$ cat config.mk
export PLATFORM = sky130hd
export DESIGN_NAME = threshold_detector
export DESIGN_NICKNAME = d
export VERILOG_FILES = /design/src/rtl/threshold_pkg.sv /design/src/rtl/threshold_channel.sv /design/src/rtl/threshold_detector.sv
export SDC_FILE = /design/constraint.sdc
export NUM_CORES = 1
export LEC_CHECK = 0
export ABC_AREA = 0
export BUFFER_PORTS_ARGS = -buffer_cell sky130_fd_sc_hd__buf_4
export CORE_ASPECT_RATIO = 0.8
export CORE_MARGIN = 4
export CORE_UTILIZATION = 45
export CTS_BUF_LIST = sky130_fd_sc_hd__clkbuf_4
export DETAILED_ROUTE_END_ITERATION = 12
export GPL_ROUTABILITY_DRIVEN = 0
export HOLD_SLACK_MARGIN = 0.02
export MAX_ROUTING_LAYER = met4
export PLACE_DENSITY = 0.7
export SLEW_MARGIN = 10
export SYNTH_ARGS = -nofsm -noshare
export SYNTH_HDL_FRONTEND = slang
export SYNTH_SLANG_ARGS = --single-unit
$ cat constraint.sdc
create_clock -name iCLK -period 2.1 [get_ports iCLK]
set_input_delay 0.42 -clock iCLK [delete_from_list [all_inputs] [get_ports iCLK]]
set_output_delay 0.42 -clock iCLK [all_outputs]
set_load 0.005 [all_outputs]
$ cat src/rtl/threshold_pkg.sv
`default_nettype none
// ============================================================================
// Module      : threshold_pkg
// Description : Shared definitions for the multi-channel threshold detector:
//               default datapath widths and the per-channel FSM state
//               encoding.
// Revision    : 1.0 - initial release
// ============================================================================
package threshold_pkg;

    // Default widths: sample/threshold bits, channel count, run counter bits
    localparam int c_IL_DEFAULT  = 10;
    localparam int c_NCH_DEFAULT = 4;
    localparam int c_CW_DEFAULT  = 4;

    // Per-channel FSM state encoding
    localparam int         c_STATE_W   = 2;
    localparam logic [1:0] c_ST_IDLE   = 2'd0;
    localparam logic [1:0] c_ST_ARMING = 2'd1;
    localparam logic [1:0] c_ST_ACTIVE = 2'd2;

endpackage : threshold_pkg
`default_nettype wire

$ cat src/rtl/threshold_channel.sv
`default_nettype none
// ============================================================================
// Module      : threshold_channel
// Description : One detector channel. A sample must meet the raise threshold
//               for a programmable number of consecutive accepted samples
//               before the channel goes ACTIVE; it leaves ACTIVE on the
//               release condition (single threshold or hysteresis).
// Ports       : clk        - clock, rising edge
//               rstN       - asynchronous active-low reset
//               i_en       - sample-valid strobe
//               i_sample   - unsigned sample for this channel
//               i_thHi     - raise threshold
//               i_thLo     - release threshold (hysteresis mode)
//               i_mode     - 0 single threshold, 1 hysteresis
//               i_persist  - required run length (0 behaves as 1)
//               o_active   - channel is in ACTIVE
//               o_rise     - one-cycle pulse on entry to ACTIVE
// Revision    : 1.0 - initial release
// ============================================================================
module threshold_channel
    import threshold_pkg::*;
#(
    parameter int IL = c_IL_DEFAULT,
    parameter int CW = c_CW_DEFAULT
) (
    input  logic          clk,
    input  logic          rstN,
    input  logic          i_en,
    input  logic [IL-1:0] i_sample,
    input  logic [IL-1:0] i_thHi,
    input  logic [IL-1:0] i_thLo,
    input  logic          i_mode,
    input  logic [CW-1:0] i_persist,
    output logic          o_active,
    output logic          o_rise
);

    localparam logic [CW-1:0] c_ONE = {{(CW-1){1'b0}}, 1'b1};

    logic [c_STATE_W-1:0] r_state;
    logic [CW-1:0]        r_cnt;
    logic                 r_rise;

    logic                 w_raise;
    logic                 w_release;
    logic [CW-1:0]        w_effPersist;
    logic [CW-1:0]        w_cntSat;
    logic [CW:0]          w_cntInc;
    logic                 w_reached;

    assign w_raise      = (i_sample >= i_thHi);
    assign w_release    = i_mode ? (i_sample < i_thLo) : (i_sample < i_thHi);
    assign w_effPersist = (i_persist == '0) ? c_ONE : i_persist;

    // The comparison uses a one-bit-wider increment so it is exact even when
    // the stored count has saturated; the stored count itself never wraps.
    assign w_cntInc  = {1'b0, r_cnt} + {{CW{1'b0}}, 1'b1};
    assign w_reached = (w_cntInc >= {1'b0, w_effPersist});
    assign w_cntSat  = (r_cnt == {CW{1'b1}}) ? r_cnt : w_cntInc[CW-1:0];

    always_ff @(posedge clk or negedge rstN) begin
        if (!rstN) begin
            r_state <= c_ST_IDLE;
            r_cnt   <= '0;
            r_rise  <= 1'b0;
        end else begin
            r_rise <= 1'b0;
            if (i_en) begin
                case (r_state)
                    c_ST_IDLE: begin
                        if (w_raise) begin
                            r_cnt <= c_ONE;
                            if (w_effPersist == c_ONE) begin
                                r_state <= c_ST_ACTIVE;
                                r_rise  <= 1'b1;
                            end else begin
                                r_state <= c_ST_ARMING;
                            end
                        end else begin
                            r_cnt <= '0;
                        end
                    end
                    c_ST_ARMING: begin
                        if (w_raise) begin
                            r_cnt <= w_cntSat;
                            if (w_reached) begin
                                r_state <= c_ST_ACTIVE;
                                r_rise  <= 1'b1;
                            end
                        end else begin
                            r_state <= c_ST_IDLE;
                            r_cnt   <= '0;
                        end
                    end
                    c_ST_ACTIVE: begin
                        if (w_release) begin
                            r_state <= c_ST_IDLE;
                            r_cnt   <= '0;
                        end
                    end
                    default: begin
                        r_state <= c_ST_IDLE;
                        r_cnt   <= '0;
                    end
                endcase
            end
        end
    end

    assign o_active = (r_state == c_ST_ACTIVE);
    assign o_rise   = r_rise;

endmodule : threshold_channel
`default_nettype wire

$ cat src/rtl/threshold_detector.sv
`default_nettype none
// ============================================================================
// Module      : threshold_detector
// Description : NCH independent persistence-qualified threshold detectors
//               sharing thresholds, mode and persistence settings.
// Ports       : iCLK     - clock, rising edge
//               iRSTn    - asynchronous active-low reset
//               iEN      - sample-valid strobe
//               iDATA    - NCH packed unsigned samples, channel k at [k*IL +: IL]
//               iTH_HI   - raise threshold
//               iTH_LO   - release threshold (hysteresis mode)
//               iMODE    - 0 single threshold, 1 hysteresis
//               iPERSIST - consecutive qualifying samples to assert
//               oDATA    - per-channel detection flags
//               oEN      - iEN delayed one cycle
//               oRISE    - per-channel entry-to-ACTIVE pulses
//               oANY     - OR of oDATA
// Revision    : 1.0 - initial release
// ============================================================================
module threshold_detector
    import threshold_pkg::*;
#(
    parameter int IL  = c_IL_DEFAULT,
    parameter int NCH = c_NCH_DEFAULT,
    parameter int CW  = c_CW_DEFAULT
) (
    input  logic              iCLK,
    input  logic              iRSTn,
    input  logic              iEN,
    input  logic [NCH*IL-1:0] iDATA,
    input  logic [IL-1:0]     iTH_HI,
    input  logic [IL-1:0]     iTH_LO,
    input  logic              iMODE,
    input  logic [CW-1:0]     iPERSIST,
    output logic [NCH-1:0]    oDATA,
    output logic              oEN,
    output logic [NCH-1:0]    oRISE,
    output logic              oANY
);

    logic r_en;

    for (genvar k = 0; k < NCH; k++) begin : g_channel
        threshold_channel #(
            .IL (IL),
            .CW (CW)
        ) u_channel (
            .clk       (iCLK),
            .rstN      (iRSTn),
            .i_en      (iEN),
            .i_sample  (iDATA[k*IL +: IL]),
            .i_thHi    (iTH_HI),
            .i_thLo    (iTH_LO),
            .i_mode    (iMODE),
            .i_persist (iPERSIST),
            .o_active  (oDATA[k]),
            .o_rise    (oRISE[k])
        );
    end

    always_ff @(posedge iCLK or negedge iRSTn) begin
        if (!iRSTn) begin
            r_en <= 1'b0;
        end else begin
            r_en <= iEN;
        end
    end

    assign oEN  = r_en;
    assign oANY = |oDATA;

endmodule : threshold_detector
`default_nettype wire

# After elaboration in Yosys (flattened, before gate mapping)
# Index checks and enable logic that the tools add are counted.
# totals
reg_bits	29
latchBits	0
ramBits	0
romBits	0
in_bits	68
mem_count	0
# op_classes
n_addsub	4
n_mul	0
div_mod_pow	0
n_lt_le_gt_ge	16
n_eq_ne	29
shift	0
mux	67
n_bitwise	0
n_reduce_logical	14
# op_table
operator	n
10-bit < comparator	8
4-bit 2-to-1 mux	13
4-bit one-hot mux with 3 select lines	4
10-bit greater-or-equal comparator	4
2-bit 2-to-1 mux	17
1-bit 2-to-1 mux	25
3-bit inequality test (second input constant)	8
2-bit one-hot mux with 3 select lines	4
4-bit by 1-bit adder with 5-bit output (second input constant)	4
5-bit by 4-bit greater-or-equal comparator with 1-bit output	4
4-bit == test (second input constant)	4
4-bit AND reduction	4
3-bit AND reduction	4
2-bit by 1-bit == test with 1-bit output (second input constant)	4
2-bit == test (second input constant)	4
2-bit logical NOT	4
2-bit by 1-bit inequality test with 1-bit output (second input constant)	4
2-bit inequality test (second input constant)	4
1-bit one-hot mux with 2 select lines	4
4-bit by 1-bit == test with 1-bit output (second input constant)	1
4-bit logical NOT	1
4-bit OR reduction	1

# Logic depth before layout (Yosys ltp)
# logic_depth
word_depth	7
depth_mapped	9

# Modules after synthesis
# A second synthesis with hierarchy kept.
# hier_totals
cells_unflattened	513
area_unflattened_um2	4275.4
# modules_own_cells
mod	n_inst	cells_each	area_each_um2	seq_area_each_um2
threshold_channel at g_channel[0].u_channel ...	3	128	1059.8	175.2
threshold_channel at g_channel[3].u_channel	1	127	1063.5	175.2
threshold_detector	1	2	32.5	25.0

# Worst setup path after synthesis
# No wires, ideal clock.
# synth_path
path_kind	input-to-reg
startpoint	in iPERSIST[3]
endpoint	reg g_channel[2].u_channel.r_state[1]
arrival_time_ns	2.131
required_ns	1.971
slack_ns	-0.160
stages	9
path_buffers	0
cell_sequence	nor3_1 > or2_2 > ha_1 > nand2b_1 > a21oi_1 > maj3_1 > o21ai_0 > and4b_1 > o21bai_1
# synth_via
elab_chain_cells	6
word_cells_on_any_way	9
classes_between	order compare: 1; eq/ne: 2; mux: 4; reduce/logical: 2
# synth_lines
element	line_no	text
start: declaration	threshold_detector.sv:34	input logic [CW-1:0] iPERSIST,
4-bit logical NOT	threshold_channel.sv:53	assign w_effPersist = (i_persist == '0) ? c_ONE : i_persist;
4-bit 2-to-1 mux (*)	threshold_channel.sv:53	
parallel branches: the longest is 4 deep, another holds 5-bit by 4-bit greater-or-equal comparator with 1-bit output	n/a	
end signal: assignment	threshold_channel.sv:74	r_state <= c_ST_ACTIVE;
end signal: assignment	threshold_channel.sv:77	r_state <= c_ST_ARMING;
end signal: assignment	threshold_channel.sv:87	r_state <= c_ST_ACTIVE;
end: declaration	threshold_channel.sv:40	logic [c_STATE_W-1:0] r_state;
# Every way passes the cells marked *. The select of a mux whose other input is x is not followed.
# A chain may end at the register's enable or synchronous reset.

# Worst setup path in the final report
# layout_path
startpoint	in iTH_HI[7]
endpoint	reg g_channel[3].u_channel.r_cnt[0]
# layout_via
elab_chain_cells	4
word_cells_on_any_way	9
classes_between	order compare: 2; eq/ne: 2; mux: 4; reduce/logical: 1
# layout_lines
element	line_no	text
start: declaration	threshold_detector.sv:31	input logic [IL-1:0] iTH_HI,
10-bit < comparator	threshold_channel.sv:52	assign w_release = i_mode ? (i_sample < i_thLo) : (i_sample < i_thHi);
1-bit 2-to-1 mux	threshold_channel.sv:52	
2-bit inequality test (no line)	n/a	
3-bit AND reduction (no line)	n/a	
end signal: assignment	threshold_channel.sv:72	r_cnt <= c_ONE;
end signal: assignment	threshold_channel.sv:85	r_cnt <= w_cntSat;
end: declaration	threshold_channel.sv:41	logic [CW-1:0] r_cnt;
# Several ways; a longest one is shown, not always the timed one.

==> results_dict.tcl <==
set metrics [dict create \
    synth.distinct_cells 58 \
    rsz0062_at_grt "true" \
    overflow 0 \
    synth_top_flop_cell "dfrtp_1" \
    synthTopCellsByCount "92 x ha_1, 48 x inv_1, 39 x o21ai_0, 32 x a21oi_1, 29 x dfrtp_1" \
    antenna_cells 0 \
    end_kind "register" \
    post-dp-hpwl_mm 10.08 \
    p_leak_uw 0.002694 \
    drt-initial-drc-count 245 \
    die_h_um 90.88 \
    drcViolationCount 0 \
    rows 29 \
    synth_most_common_cell "ha_1" \
    clkLatencyLatePin_ps 340 \
    fillCellCount 679 \
    wl_mm 12.22 \
    grt_pass1_wl_mm 19.40 \
    syn_area_per_cell_um2 8.510 \
    io-pin-count 78 \
    vdd_drop_max_uv 297.9 \
    avgViaCountPerCell 5.607 \
    skew_ps 13.29 \
    arrival_ps 2320 \
    synthesis.area_mm2 0.003864 \
    crit_type "primary input to register" \
    maxCapViolations 0 \
    drtAntennaViolNets 0 \
    start_util_pct 47.54 \
    die_area_mm2 0.01014 \
    power_uw 2320 \
    final_max_slew_viol_count 0 \
    routedWlPerCell_um 17.01 \
    fin_crit_sh_pct 99.64 \
    async_flop_share_pct 100.0 \
    hp-class "primary input to register" \
    p_per_area_mw_per_mm2 429.9 \
    ys_seq_elements 29 \
    via_count 4026 \
    place_ws_ps -426.9 \
    relSlewSlack_pct 73.09 \
    cp.required_ps 2330 \
    tightest_slew_ps 399.4 \
    yosys_warnings 0 \
    clkTransAtPathRegs_ps 100 \
    synth_top_area_share_pct 29.79 \
    period_needed_ps 2092 \
    antenna_found_initial 0 \
    syn_inst 454 \
    numCtsBuffers 5 \
    final_util_pct 66.39 \
    h-tree-depth 2 \
    portBuffers 77 \
    setup_slack_ps 7.587 \
    firstDrtPassIters 5 \
    final_layout_size_suffix_gt1_share_pct 36.07 \
    core_area_mm2 0.008128 \
    setup_viol 0 \
    cp-start-kind "primary input" \
    cp_max_fo 3 \
    syn2layout_area_growth_pct 39.67 \
    hold_violations 0 \
    status "finished clean" \
    grt_max_degree 30 \
    grt_pass1_vias 4019 \
    yosys.area.top_type "ha_1" \
    synth_edf_count 0 \
    cts_tree "yes" \
    fin_nets 770 \
    fmax_mhz 477.9 \
    ys_seq_area_share_pct 18.78 \
    grt_use_total_pct 23.71 \
    cts_root_buf "clkbuf_4" \
    syn_nets 614 \
    die_width_um 111.6 \
    clock-sinks 29 \
    synthTopCellsByArea "ha_1 30%, dfrtp_1 19%, o21ai_0 5.1%, inv_1 4.7%, a21oi_1 4.1%" \
    cts_buffer_depth 2 \
]
==> cells in the final DEF, fill, tap and decap left out, types with 3 or more instances in the layout <==
| cell | count |
|---|---|
| nand2_1 | 23 |
| a21oi_1 | 28 |
| a211oi_2 | 7 |
| o211ai_1 | 5 |
| o21ai_0 | 36 |
| o21bai_1 | 5 |
| a211oi_1 | 4 |
| inv_1 | 37 |
| and2_1 | 3 |
| inv_2 | 9 |
| nand4_1 | 8 |
| nor2_2 | 3 |
| nand2b_1 | 15 |
| nand4b_1 | 4 |
| o32ai_2 | 3 |
| o21ai_2 | 4 |
| o22ai_1 | 3 |
| nand3_1 | 19 |
| and4_1 | 4 |
| a31oi_1 | 3 |
| ha_4 | 4 |
| dfrtp_1 | 28 |
| a221oi_1 | 3 |
| nor3_1 | 6 |
| a2bb2oi_1 | 3 |
| a21o_1 | 6 |
| ha_1 | 88 |
| buf_4 | 161 |
| xnor2_1 | 6 |
| and3_1 | 3 |
| a21oi_2 | 4 |
| nor2_1 | 16 |
| clkbuf_4 | 6 |
==> worst paths after layout <==
path | slack, ps | depth (start not counted) | startpoint | end
worst min register to register | 560 | 2 | g_channel[3].u_channel.r_cnt[1] | g_channel[3].u_channel.r_cnt[1]
worst max register to register | 90 | 7 | g_channel[2].u_channel.r_cnt[0] | g_channel[2].u_channel.r_state[0]
max in group asynchronous | 1260 | 2 | iRSTn | g_channel[3].u_channel.r_state[0]
worst min-delay path | 470 | 2 | iEN | oEN
worst max-delay path | 8 | 10 | iTH_HI[7] | g_channel[3].u_channel.r_cnt[0]
min in group asynchronous | 530 | 2 | iRSTn | g_channel[0].u_channel.r_state[0]
==> layer usage <==
layer	track usage (%)	part of all wire, %
met4	3.546	1.3
met3	3.751	5.1
met2	36.95	46
met5	-	0
met1	33.21	48
==> flip-flops by register name, indices dropped and copies added, names as in the netlist <==
name / count
oEN: 1
g_channel.u_channel.r_state: 8
g_channel.u_channel.o_rise: 4
g_channel.u_channel.r_cnt: 16
==> per-stage QoR <==
step / instances / hold WS [ps] / area, µm² / TNS [ps]
finish: 718 / 471.8 / 5396 / 0
CTS: 714 / 462.5 / 5200 / -4.663
detailed placement: 706 / 370.8 / 5114 / -7900
global route: 718 / 464.7 / 5396 / -166.0
floorplan: 454 / 124.4 / 3879 / -83.25
global placement: 706 / 371.8 / 5114 / -6241
==> cell families after synthesis <==
family / after synthesis / synth area share (%)
buffers and inverters: 62 / 6.800
XOR/XNOR: 8 / 1.814
flip-flops: 29 / 18.78
adder cells (fa/ha/maj): 94 / 30.31
AND/OR/NAND/NOR: 120 / 17.16
AO/OA/AOI/OAI: 141 / 25.13
==> worst max-delay path: stages <==
cell      delay, ps
buf_4           120
inv_4            70
ha_4            210
a211oi_4        260
nor2_2           90
a2111o_1        410
o2111a_2        300
buf_4           150
o32ai_2         220
nor3_2           60
==> cell type report <==
type	instances	area [µm²]	area share, %
clock buffers	6	45.04	0.8347
repair buffers	162	1219	22.58
well taps	108	135.1	2.504
flip-flops and latches	29	726.9	13.47
inverters	49	188.9	3.501
clock inverters	1	3.754	0.06956
multi-input cells	363	3078	57.04
==> what timing repair did <==
| action | CTS | global route |
|---|---|---|
| hold buffers | 1 | 0 |
| setup buffers | 0 | 4 |
| hold endpoints to repair | 22 | 0 |
| resized for setup | 7 | 43 |
| pin swaps | 1 | 13 |
| cloned | 0 | 0 |
| setup endpoints to repair | 7 | 21 |
==> power by group <==
group,total [µW],internal (µW),switching [µW]
Clock,346,134,211
Sequential,705,623,82.1
Combinational,1270,641,628
Total,2320,1400,921
Power figures use the tool's default switching activity.
